<file path="src/rtl/mem_controller.sv">
// Byte-serial memory controller arbitrating instruction fetch and load/store unit.
// Optional MC_IO_STALL_EN holds LSB writes to the I/O window while the UART buffer is full.
module mem_controller #(
  parameter int unsigned ADDR_WIDTH = 32,
  parameter logic [1:0]  IO_PREFIX  = 2'b11
) (
  input  logic                  Sys_clk,
  input  logic                  Sys_rst,
  input  logic                  Sys_rdy,
  input  logic [7:0]            mem_din,
  output logic [7:0]            mem_dout,
  output logic [ADDR_WIDTH-1:0] mem_a,
  output logic                  mem_wr,
  input  logic                  io_buffer_full,
  input  logic                  IFMC_en,
  input  logic [31:0]           IFMC_addr,
  output logic                  MCIF_en,
  output logic [31:0]           MCIF_data,
  input  logic                  LSBMC_en,
  input  logic                  LSBMC_wr,
  input  logic [2:0]            LSBMC_data_width,
  input  logic [31:0]           LSBMC_data,
  input  logic [31:0]           LSBMC_addr,
  output logic                  MCLSB_r_en,
  output logic                  MCLSB_w_en,
  output logic [31:0]           MCLSB_data,
  input  logic                  RoBMC_pre_judge
);

  typedef enum logic [1:0] {IDLE, READ, WRITE, DONE} state_t;

  state_t                state, state_n;
  logic [1:0]            k, k_n;
  logic [1:0]            last, last_n;
  logic                  is_lsb, is_lsb_n;
  logic [ADDR_WIDTH-1:0] base, base_n;
  logic [31:0]           wshift, wshift_n;
  logic [31:0]           rbuf, rbuf_n;
  logic [ADDR_WIDTH-1:0] mem_a_n;
  logic [7:0]            mem_dout_n;
  logic                  mem_wr_n;
  logic                  mcif_en_n, r_en_n, w_en_n;
  logic [31:0]           mcif_data_n, mclsb_data_n;
  logic                  io_stall;

`ifdef MC_IO_STALL_EN
  assign io_stall = LSBMC_wr && (LSBMC_addr[17:16] == IO_PREFIX) && io_buffer_full;
`else
  assign io_stall = 1'b0;
  logic unused_io_buffer_full;
  assign unused_io_buffer_full = io_buffer_full;
`endif

  // Bytes are shifted in from the top; drop the unused low lanes so the word is zero-extended.
  function automatic logic [31:0] align(input logic [31:0] v, input logic [1:0] l);
    case (l)
      2'd0:    align = {24'b0, v[31:24]};
      2'd1:    align = {16'b0, v[31:16]};
      default: align = v;
    endcase
  endfunction

  always_comb begin
    state_n      = state;
    k_n          = k;
    last_n       = last;
    is_lsb_n     = is_lsb;
    base_n       = base;
    wshift_n     = wshift;
    rbuf_n       = rbuf;
    mem_a_n      = mem_a;
    mem_dout_n   = mem_dout;
    mem_wr_n     = mem_wr;
    mcif_en_n    = 1'b0;
    r_en_n       = 1'b0;
    w_en_n       = 1'b0;
    mcif_data_n  = MCIF_data;
    mclsb_data_n = MCLSB_data;

    case (state)
      IDLE: begin
        if (RoBMC_pre_judge) begin
          if (LSBMC_en && !io_stall) begin
            is_lsb_n = 1'b1;
            base_n   = ADDR_WIDTH'(LSBMC_addr);
            mem_a_n  = ADDR_WIDTH'(LSBMC_addr);
            k_n      = 2'd0;
            rbuf_n   = 32'b0;
            wshift_n = LSBMC_data >> 8;
            case (LSBMC_data_width)
              3'd1:    last_n = 2'd0;
              3'd2:    last_n = 2'd1;
              default: last_n = 2'd3;
            endcase
            if (LSBMC_wr) begin
              state_n    = WRITE;
              mem_dout_n = LSBMC_data[7:0];
              mem_wr_n   = 1'b1;
            end else begin
              state_n = READ;
            end
          end else if (IFMC_en) begin
            is_lsb_n = 1'b0;
            base_n   = ADDR_WIDTH'(IFMC_addr);
            mem_a_n  = ADDR_WIDTH'(IFMC_addr);
            k_n      = 2'd0;
            rbuf_n   = 32'b0;
            last_n   = 2'd3;
            state_n  = READ;
          end
        end
      end

      READ: begin
        if (!RoBMC_pre_judge) begin
          state_n = IDLE;
          mem_a_n = '0;
        end else begin
          rbuf_n = {mem_din, rbuf[31:8]};
          if (k == last) begin
            state_n = DONE;
            mem_a_n = '0;
            if (is_lsb) begin
              r_en_n       = 1'b1;
              mclsb_data_n = align(rbuf_n, last);
            end else begin
              mcif_en_n   = 1'b1;
              mcif_data_n = align(rbuf_n, last);
            end
          end else begin
            k_n     = k + 2'd1;
            mem_a_n = base + ADDR_WIDTH'(k) + ADDR_WIDTH'(1);
          end
        end
      end

      // Stores always run to completion, even across a flush.
      WRITE: begin
        if (k == last) begin
          state_n    = DONE;
          mem_wr_n   = 1'b0;
          mem_a_n    = '0;
          mem_dout_n = 8'b0;
          w_en_n     = 1'b1;
        end else begin
          k_n        = k + 2'd1;
          mem_a_n    = base + ADDR_WIDTH'(k) + ADDR_WIDTH'(1);
          mem_dout_n = wshift[7:0];
          wshift_n   = wshift >> 8;
        end
      end

      default: state_n = IDLE;
    endcase
  end

  always_ff @(posedge Sys_clk or posedge Sys_rst) begin
    if (Sys_rst) begin
      state      <= IDLE;
      k          <= 2'd0;
      last       <= 2'd0;
      is_lsb     <= 1'b0;
      base       <= '0;
      wshift     <= 32'b0;
      rbuf       <= 32'b0;
      mem_a      <= '0;
      mem_dout   <= 8'b0;
      mem_wr     <= 1'b0;
      MCIF_en    <= 1'b0;
      MCLSB_r_en <= 1'b0;
      MCLSB_w_en <= 1'b0;
      MCIF_data  <= 32'b0;
      MCLSB_data <= 32'b0;
    end else if (Sys_rdy) begin
      state      <= state_n;
      k          <= k_n;
      last       <= last_n;
      is_lsb     <= is_lsb_n;
      base       <= base_n;
      wshift     <= wshift_n;
      rbuf       <= rbuf_n;
      mem_a      <= mem_a_n;
      mem_dout   <= mem_dout_n;
      mem_wr     <= mem_wr_n;
      MCIF_en    <= mcif_en_n;
      MCLSB_r_en <= r_en_n;
      MCLSB_w_en <= w_en_n;
      MCIF_data  <= mcif_data_n;
      MCLSB_data <= mclsb_data_n;
    end
  end

endmodule
</file>
<file path="config.mk">
export PLATFORM = sky130hd
export DESIGN_NAME = mem_controller
export DESIGN_NICKNAME = d
export VERILOG_FILES = /design/src/rtl/mem_controller.sv
export SDC_FILE = /design/constraint.sdc
export NUM_CORES = 1
export LEC_CHECK = 0
export BUFFER_PORTS_ARGS = -buffer_cell sky130_fd_sc_hd__buf_2
export CAP_MARGIN = 20
export CORE_MARGIN = 2
export CORE_UTILIZATION = 54
export DETAILED_ROUTE_END_ITERATION = 16
export PLACE_DENSITY = 0.81
export SETUP_SLACK_MARGIN = 0.15
export SLEW_MARGIN = 15
export SYNTH_ARGS = -nofsm -noshare
export SYNTH_HDL_FRONTEND = slang
export SYNTH_SLANG_ARGS = --single-unit
</file>
<file path="constraint.sdc">
create_clock -name Sys_clk -period 7 [get_ports Sys_clk]
set_input_delay 0.35 -clock Sys_clk [delete_from_list [all_inputs] [get_ports Sys_clk]]
set_output_delay 0.35 -clock Sys_clk [all_outputs]
set_load 0.005 [all_outputs]
</file>
==> out/results.tsv, run 1 <==
stage	metric	value	unit
clocking	post_cts_buffers	0	
power	sequentialPowerShare	0.438	
sta	hold_viol	0	
power	total_leakage_power	5.37	nW
clocking	cts_made_buffers	17	
setup_path	regToRegSetupSlack	3.99	ns
placed_design	dp.cells	1352	
yosys	synth_top_cells_by_count	206 x nand2_1, 195 x dfrtp_1, 189 x o21ai_0	
sta	period_share	0.430	
setup_path	reg2reg_depth	8	
detailed_routing	routed_wl	22000	um
setup_path	start_kind	flop	
yosys	synth-seq-cells	195	
yosys	async_reset_ff_frac	1.00	
hold_path	hp-start	LSBMC_data[30]	
flow_run	drv_cap	0	
detailed_routing	drtPass1Iterations	5	
die	core_area	0.0166	mm2
sta	period_minus_slack	3.01	ns
global_route	grt_max_degree	152	
yosys	muxShareOfSynthArea	0.0610	
setup_path	required	7.36	ns
final_layout	layout-drive-gt1-share	0.237	
global_route	antenna_found_initial	1	
placed_design	placed_cell_area	0.0104	mm2
detailed_routing	ant_nets	0	
placed_design	pre_cts_ws	3.73	ns
final_layout	num_antenna_cells	0	
yosys	yosysTopAreaCell	dfrtp_1	
detailed_routing	avgViaCountPerCell	5.51	
sta	rsz0062_at_grt	false	
final_layout	areaGrowthSynthToFinish	20.0	%
hold_path	holdPathEnd	wshift[22]$_DFFE_PP0P_	
power	ir_drop	0.000230	V
placed_design	gp_congestion	0.851	
clocking	clkLatencyLatePin	0.44	ns
hold_path	hp-class	input port to flop	
setup_path	crit_arrival	3.37	ns
power	combPwrFrac	0.338	
clocking	clkTransAtPathRegs	0.08	ns
yosys	synthSimpleGateAreaFrac	0.148	
setup_path	path_max_fanout	12	
clocking	cts_sinks	195	
die	die_w	134	um
die	start_util	0.554	
yosys	synth_compound_area_frac	0.181	
sta	setup_slack	3.99	ns
die	fp.dieArea	0.0181	mm2
detailed_routing	dr_total_vias	7641	
yosys	yosysMostFrequentCell	nand2_1	
final_layout	finalNonFillerCells	1387	
yosys	seq_area_frac_synth	0.531	
yosys	ys_warn_count	0	
power	p_int	2.61	mW
setup_path	r2r-start	k[0]$_DFFE_PP0P_	
yosys	syn-num-nets	1090	
die	fp-row-count	47	
detailed_routing	wl_per_cell	15.8	um
placed_design	dpl.hpwl	15300	um
setup_path	worst_setup_path_end_kind	flop	
global_route	grt_pass1_wl	35400	um
power	switching_share	0.382	
yosys	synthXorXnorAreaFrac	0.0258	
final_layout	nets	1278	
yosys	synth_top_area_share	0.531	
final_layout	final_util	0.664	
sta	finalSetupTns	0	ns
sta	slew_violations	0	
yosys	synthTopCellsByArea	dfrtp_1 53%, o21ai_0 10%, nand2_1 8.4%, mux2i_1 6.1%, clkbuf_1 1.6%	
power	p_sw	1.61	mW
placed_design	port_buffers	221	
global_route	track_usage	0.246	
power	pwr-share-clk	0.224	
yosys	synthAdderAreaFrac	0.0131	
power	power_density	383	mW/mm2
clocking	htree_levels	4	
yosys	synth_cell_types	52	
yosys	syn-cell-area	0.00918	mm2
setup_path	critPathKind	flop to flop	
status	status	finished clean	
setup_path	rr_endpoint	mem_a[30]$_DFFE_PP0P_	
global_route	grt_pass1_vias	7197	
clocking	cts_root_buffer	clkbuf_16	
hold_path	min_path_cells	2	
sta	slew_headroom	0.326	
yosys	synth_flop_cell	dfrtp_1	
sta	whs	0.123	ns
clocking	cts_buffer_depth	2	
sta	setup_violations	0	
final_layout	final_area	0.0110	mm2
detailed_routing	drc	0	
clocking	cts_tree	yes	
sta	fin_skew	0.00936	ns
clocking	post_cts_resized	0	
yosys	synthCells	966	
sta	worstMarginPinSlew	1.01	ns
sta	max_freq	0.332	GHz
die	die_h	134	um
global_route	overflow	0	
power	p_total	4.22	mW
die	pin_count	223	
yosys	syn-mean-instance-area	9.51	um2
detailed_routing	drt_iter0_drc	474	
yosys	synth_edf_count	0	
yosys	synth_top_family_by_area	compound AO/OA/AOI/OAI gates	
## how the worst max path moves through the flow
stage                           endpoint  depth (start not counted)                 start
3_3_place_gp    MCIF_data[1]$_DFFE_PP0P_                          7  state[1]$_DFFE_PP0P_
2_1_floorplan   MCIF_data[0]$_DFFE_PP0P_                          1               Sys_rst
5_1_grt        MCIF_data[28]$_DFFE_PP0P_                          7  state[1]$_DFFE_PP0P_
4_1_cts         MCIF_data[2]$_DFFE_PP0P_                          7  state[1]$_DFFE_PP0P_
3_5_place_dp    MCIF_data[2]$_DFFE_PP0P_                          7  state[1]$_DFFE_PP0P_
6_report           mem_a[30]$_DFFE_PP0P_                          8      k[0]$_DFFE_PP0P_
## cells in the final DEF (no fill, tap or decap), types with 15 or more instances in the layout
master	synthesis	layout
xor2_1	15	15
buf_2	22	221
nand2_1	206	205
inv_1	19	18
clkbuf_16	0	17
a21oi_1	25	25
nor2_1	33	33
dfrtp_1	195	195
mux2i_1	56	56
o21ai_0	189	188
and3_1	16	16
## cells by family after synthesis
logic type                 after synthesis
adders and majority gates                9
AOI/OAI and AO/OA                      287
xor gates and xnor gates                27
buffers and inverters                   84
muxes                                   56
and+or+nand+nor                        308
DFF                                    195
## routing by layer
metal  track usage  vias to the layer above  wire length, um
li1              -                     3742                -
met1         0.326                     3625             9420
met2         0.402                      228            10800
met3        0.0454                       44             1190
met4         0.102                        2              569
met5             0                        -               13
## sequential cells by signal, summed over array words and instances (netlist names)
register	flops
MCIF_data	32
MCLSB_data	32
base	32
mem_a	32
rbuf	24
wshift	24
mem_dout	8
k	2
last	2
state	2
MCIF_en	1
MCLSB_r_en	1
MCLSB_w_en	1
is_lsb	1
mem_wr	1
## critical path, cell delays in order, from the launching register on
cell and delay (ns):
dfrtp_1 0.42, inv_1 0.11, ha_1 0.22, fa_1 0.40, nand3b_1 0.30, nor2_1 0.75
nand4_1 0.19, or3_1 0.39, a31oi_1 0.16
## power groups by stage
stage,sequential [mW],combinational [mW],clock [mW]
after floorplan,1.81,0.947,0
after global placement,1.85,1.37,0
after CTS,1.85,1.43,0.969
after global routing,1.90,1.62,1.01
final,1.85,1.42,0.947
after detailed placement,1.86,1.43,0
## area by class of cell
| type | instances | area (um2) |
|---|---|---|
| fill | 1377 | 5570 |
| sequential | 195 | 4880 |
| timing repair buffer | 234 | 1240 |
| tap | 220 | 275 |
| inverter | 19 | 78.8 |
| clock buffer | 18 | 439 |
| clock inverter | 14 | 139 |
| multi-input combinational | 687 | 3970 |
## timing repair
item                                   4_1_cts  5_1_grt
hold buffers                                 0        1
setup endpoints to repair                    0        0
endpoints found under the hold margin        0       47
Power figures use the tool's default switching activity.
==> run 2, diff against run 1 <==
--- a/config.mk
+++ b/config.mk
@@ -8,9 +8,9 @@
 export BUFFER_PORTS_ARGS = -buffer_cell sky130_fd_sc_hd__buf_2
 export CAP_MARGIN = 20
 export CORE_MARGIN = 2
-export CORE_UTILIZATION = 54
+export CORE_UTILIZATION = 49
 export DETAILED_ROUTE_END_ITERATION = 16
-export PLACE_DENSITY = 0.81
+export PLACE_DENSITY = 0.77
 export SETUP_SLACK_MARGIN = 0.15
 export SLEW_MARGIN = 15
 export SYNTH_ARGS = -nofsm -noshare
==> constraint.sdc (replaced) <==
create_clock -name Sys_clk -period 2.6 [get_ports Sys_clk]
set_input_delay 0.13 -clock Sys_clk [delete_from_list [all_inputs] [get_ports Sys_clk]]
set_output_delay 0.13 -clock Sys_clk [all_outputs]
set_load 0.005 [all_outputs]
==> run 2 against run 1 <==
Compared with the run above:
- clock skew is 0.00070 ns higher
- core utilization is 3.7 points lower
- die area is 9.9% higher
- total power grew to 2.8 times the previous value
- flip-flop and latch count stayed put
- design area is 5.4% higher
==> out/results.tsv, run 2 (synthesized netlist as in run 1, its figures left out) <==
stage	metric	value	unit	change
status	status	finished clean		
final_layout	final_common_cell	buf_2		
placed_design	port_buffers	221		unchanged
setup_path	worst_setup_path_end_kind	flop		
clocking	cts_sinks	195		unchanged
setup_path	cp-startpoint	k[0]$_DFFE_PP0P_		
flow_run	drv_cap	0		unchanged
clocking	clkLatencyLatePin	0.43	ns	about the same
detailed_routing	avgViaCountPerCell	5.49		-0.36%
setup_path	crit_arrival	2.67	ns	-0.70 ns
sta	setup_violations	0		unchanged
power	power_density	1030	mW/mm2	+170%
setup_path	r2r-start	k[0]$_DFFE_PP0P_		
die	die_w	141	um	+4.8%
sta	setup_slack	0.279	ns	-3.71 ns
setup_path	required	2.95	ns	-4.41 ns
placed_design	pre_cts_ws	0.120	ns	-3.61 ns
final_layout	most-common-layout-cells	221 x buf_2, 205 x nand2_1, 195 x dfrtp_1		
hold_path	hp-class	input port to flop		
global_route	antenna_found_initial	3		+2
clocking	cts_buffer_depth	2		unchanged
power	total_leakage_power	5.60	nW	+4.3%
global_route	grt_max_degree	66		-57%
detailed_routing	wl_per_cell	16.4	um	+3.5%
global_route	track_usage	0.242		-0.00395
detailed_routing	drt_iter0_drc	456		-3.8%
placed_design	dpl.hpwl	15900	um	+4.1%
detailed_routing	drtPass1Iterations	5		unchanged
die	fp.dieArea	0.0199	mm2	+9.9%
power	ir_drop	0.000539	V	+130%
sta	fin_skew	0.0101	ns	+0.000703 ns
detailed_routing	ant_nets	0		unchanged
sta	period_share	0.893		+0.463
clocking	htree_levels	4		unchanged
detailed_routing	drc	0		unchanged
global_route	grt_pass1_vias	7825		+8.7%
sta	hold_viol	0		unchanged
sta	max_freq	0.431	GHz	+30%
global_route	overflow	0		unchanged
sta	rsz0062_at_grt	false		
die	pin_count	223		unchanged
final_layout	nFillCells	1557		+13%
setup_path	start_kind	flop		
sta	period_minus_slack	2.32	ns	-0.689 ns
die	die_h	141	um	+4.8%
sta	slew_headroom	0.328		+0.00274
hold_path	hp-start	IFMC_addr[8]		
setup_path	path_max_fanout	12		unchanged
sta	finalSetupTns	0	ns	unchanged
global_route	grt_pass1_wl	38700	um	+9.4%
final_layout	areaGrowthSynthToFinish	26.5	%	
clocking	cts_made_buffers	17		unchanged
final_layout	layout-drive-gt1-share	0.237		+0.000770
final_layout	nets	1329		+4.0%
sta	slew_violations	0		unchanged
placed_design	gp_congestion	0.853		+0.27%
clocking	clkTransAtPathRegs	0.07	ns	about the same
clocking	cts_root_buffer	clkbuf_16		
detailed_routing	dr_total_vias	7981		+4.4%
clocking	cts_tree	yes		
die	core_area	0.0185	mm2	+12%
setup_path	critPathKind	flop to flop		
sta	worstMarginPinSlew	1.01	ns	-0.00425 ns
detailed_routing	routed_wl	23900	um	+8.5%
die	start_util	0.496		-0.0578
die	fp-row-count	50		+6.4%
## run 2: cell type report
class / instances / area, um2 / area share
flip-flops and latches: 195 / 4880 / 0.420
multi-input cells: 688 / 3980 / 0.343
repair buffers: 284 / 1720 / 0.148
clock buffers: 20 / 447 / 0.0385
well taps: 234 / 293 / 0.0252
clock inverters: 12 / 214 / 0.0184
inverters: 19 / 75.1 / 0.00646
diodes: 2 / 5.00 / 0.000431
## run 2: critical path, stage by stage (launching register included)
cell,delay [ns]
dfrtp_1,0.35
inv_1,0.07
ha_1,0.21
fa_1,0.40
nand3b_1,0.23
nor2_1,0.17
buf_6,0.17
nand4_1,0.11
or3_1,0.37
a31oi_1,0.16
## run 2: final timing paths
path / end / slack (ns) / cells after the start
worst max register to register: mem_a[30]$_DFFE_PP0P_ / 0.28 / 9
max in group asynchronous: MCIF_data[5]$_DFFE_PP0P_ / 1.38 / 4
worst max-delay path: mem_a[30]$_DFFE_PP0P_ / 0.28 / 9
worst min-delay path: base[8]$_DFFE_PP0P_ / 0.02 / 3
worst min register to register: MCLSB_data[16]$_DFFE_PP0P_ / 0.48 / 2
min in group asynchronous: MCLSB_data[21]$_DFFE_PP0P_ / 0.40 / 3
## run 2: through the flow
stage | cells | hold slack (ns) | utilization | power (mW) | area (um2)
2_1_floorplan | 966 | 0.248 | - | 7.43 | 9190
3_3_place_gp | 1377 | 0.317 | 0.568 | 8.81 | 10500
3_5_place_dp | 1377 | 0.324 | 0.568 | 8.97 | 10500
4_1_cts | 1450 | 0.00230 | 0.625 | 12.0 | 11600
5_1_grt | 1453 | 0.0175 | 0.627 | 12.8 | 11600
6_report | 1454 | 0.0173 | 0.627 | 12.0 | 11600
## run 2: timing repair
item,in CTS,in global routing
endpoints found under the setup margin,3,6
gates cloned,0,1
gates resized for setup,0,4
setup buffers,1,1
hold buffers,40,0
hold endpoints to repair,68,0
## run 2: metal layers
metal,wire (um),vias up,GRT usage
met5,13,-,0
met4,609,2,0.0953
met3,1470,47,0.0520
met2,11600,306,0.398
met1,10100,3778,0.317
li1,-,3848,-
## run 2: power by group
group	total [mW]	switching (mW)	leakage (nW)	internal [mW]
clock	2.95	1.19	0.316	1.76
combinational	4.04	2.31	2.75	1.73
sequential	5.01	0.883	2.54	4.12
total	12.0	4.39	5.60	7.61
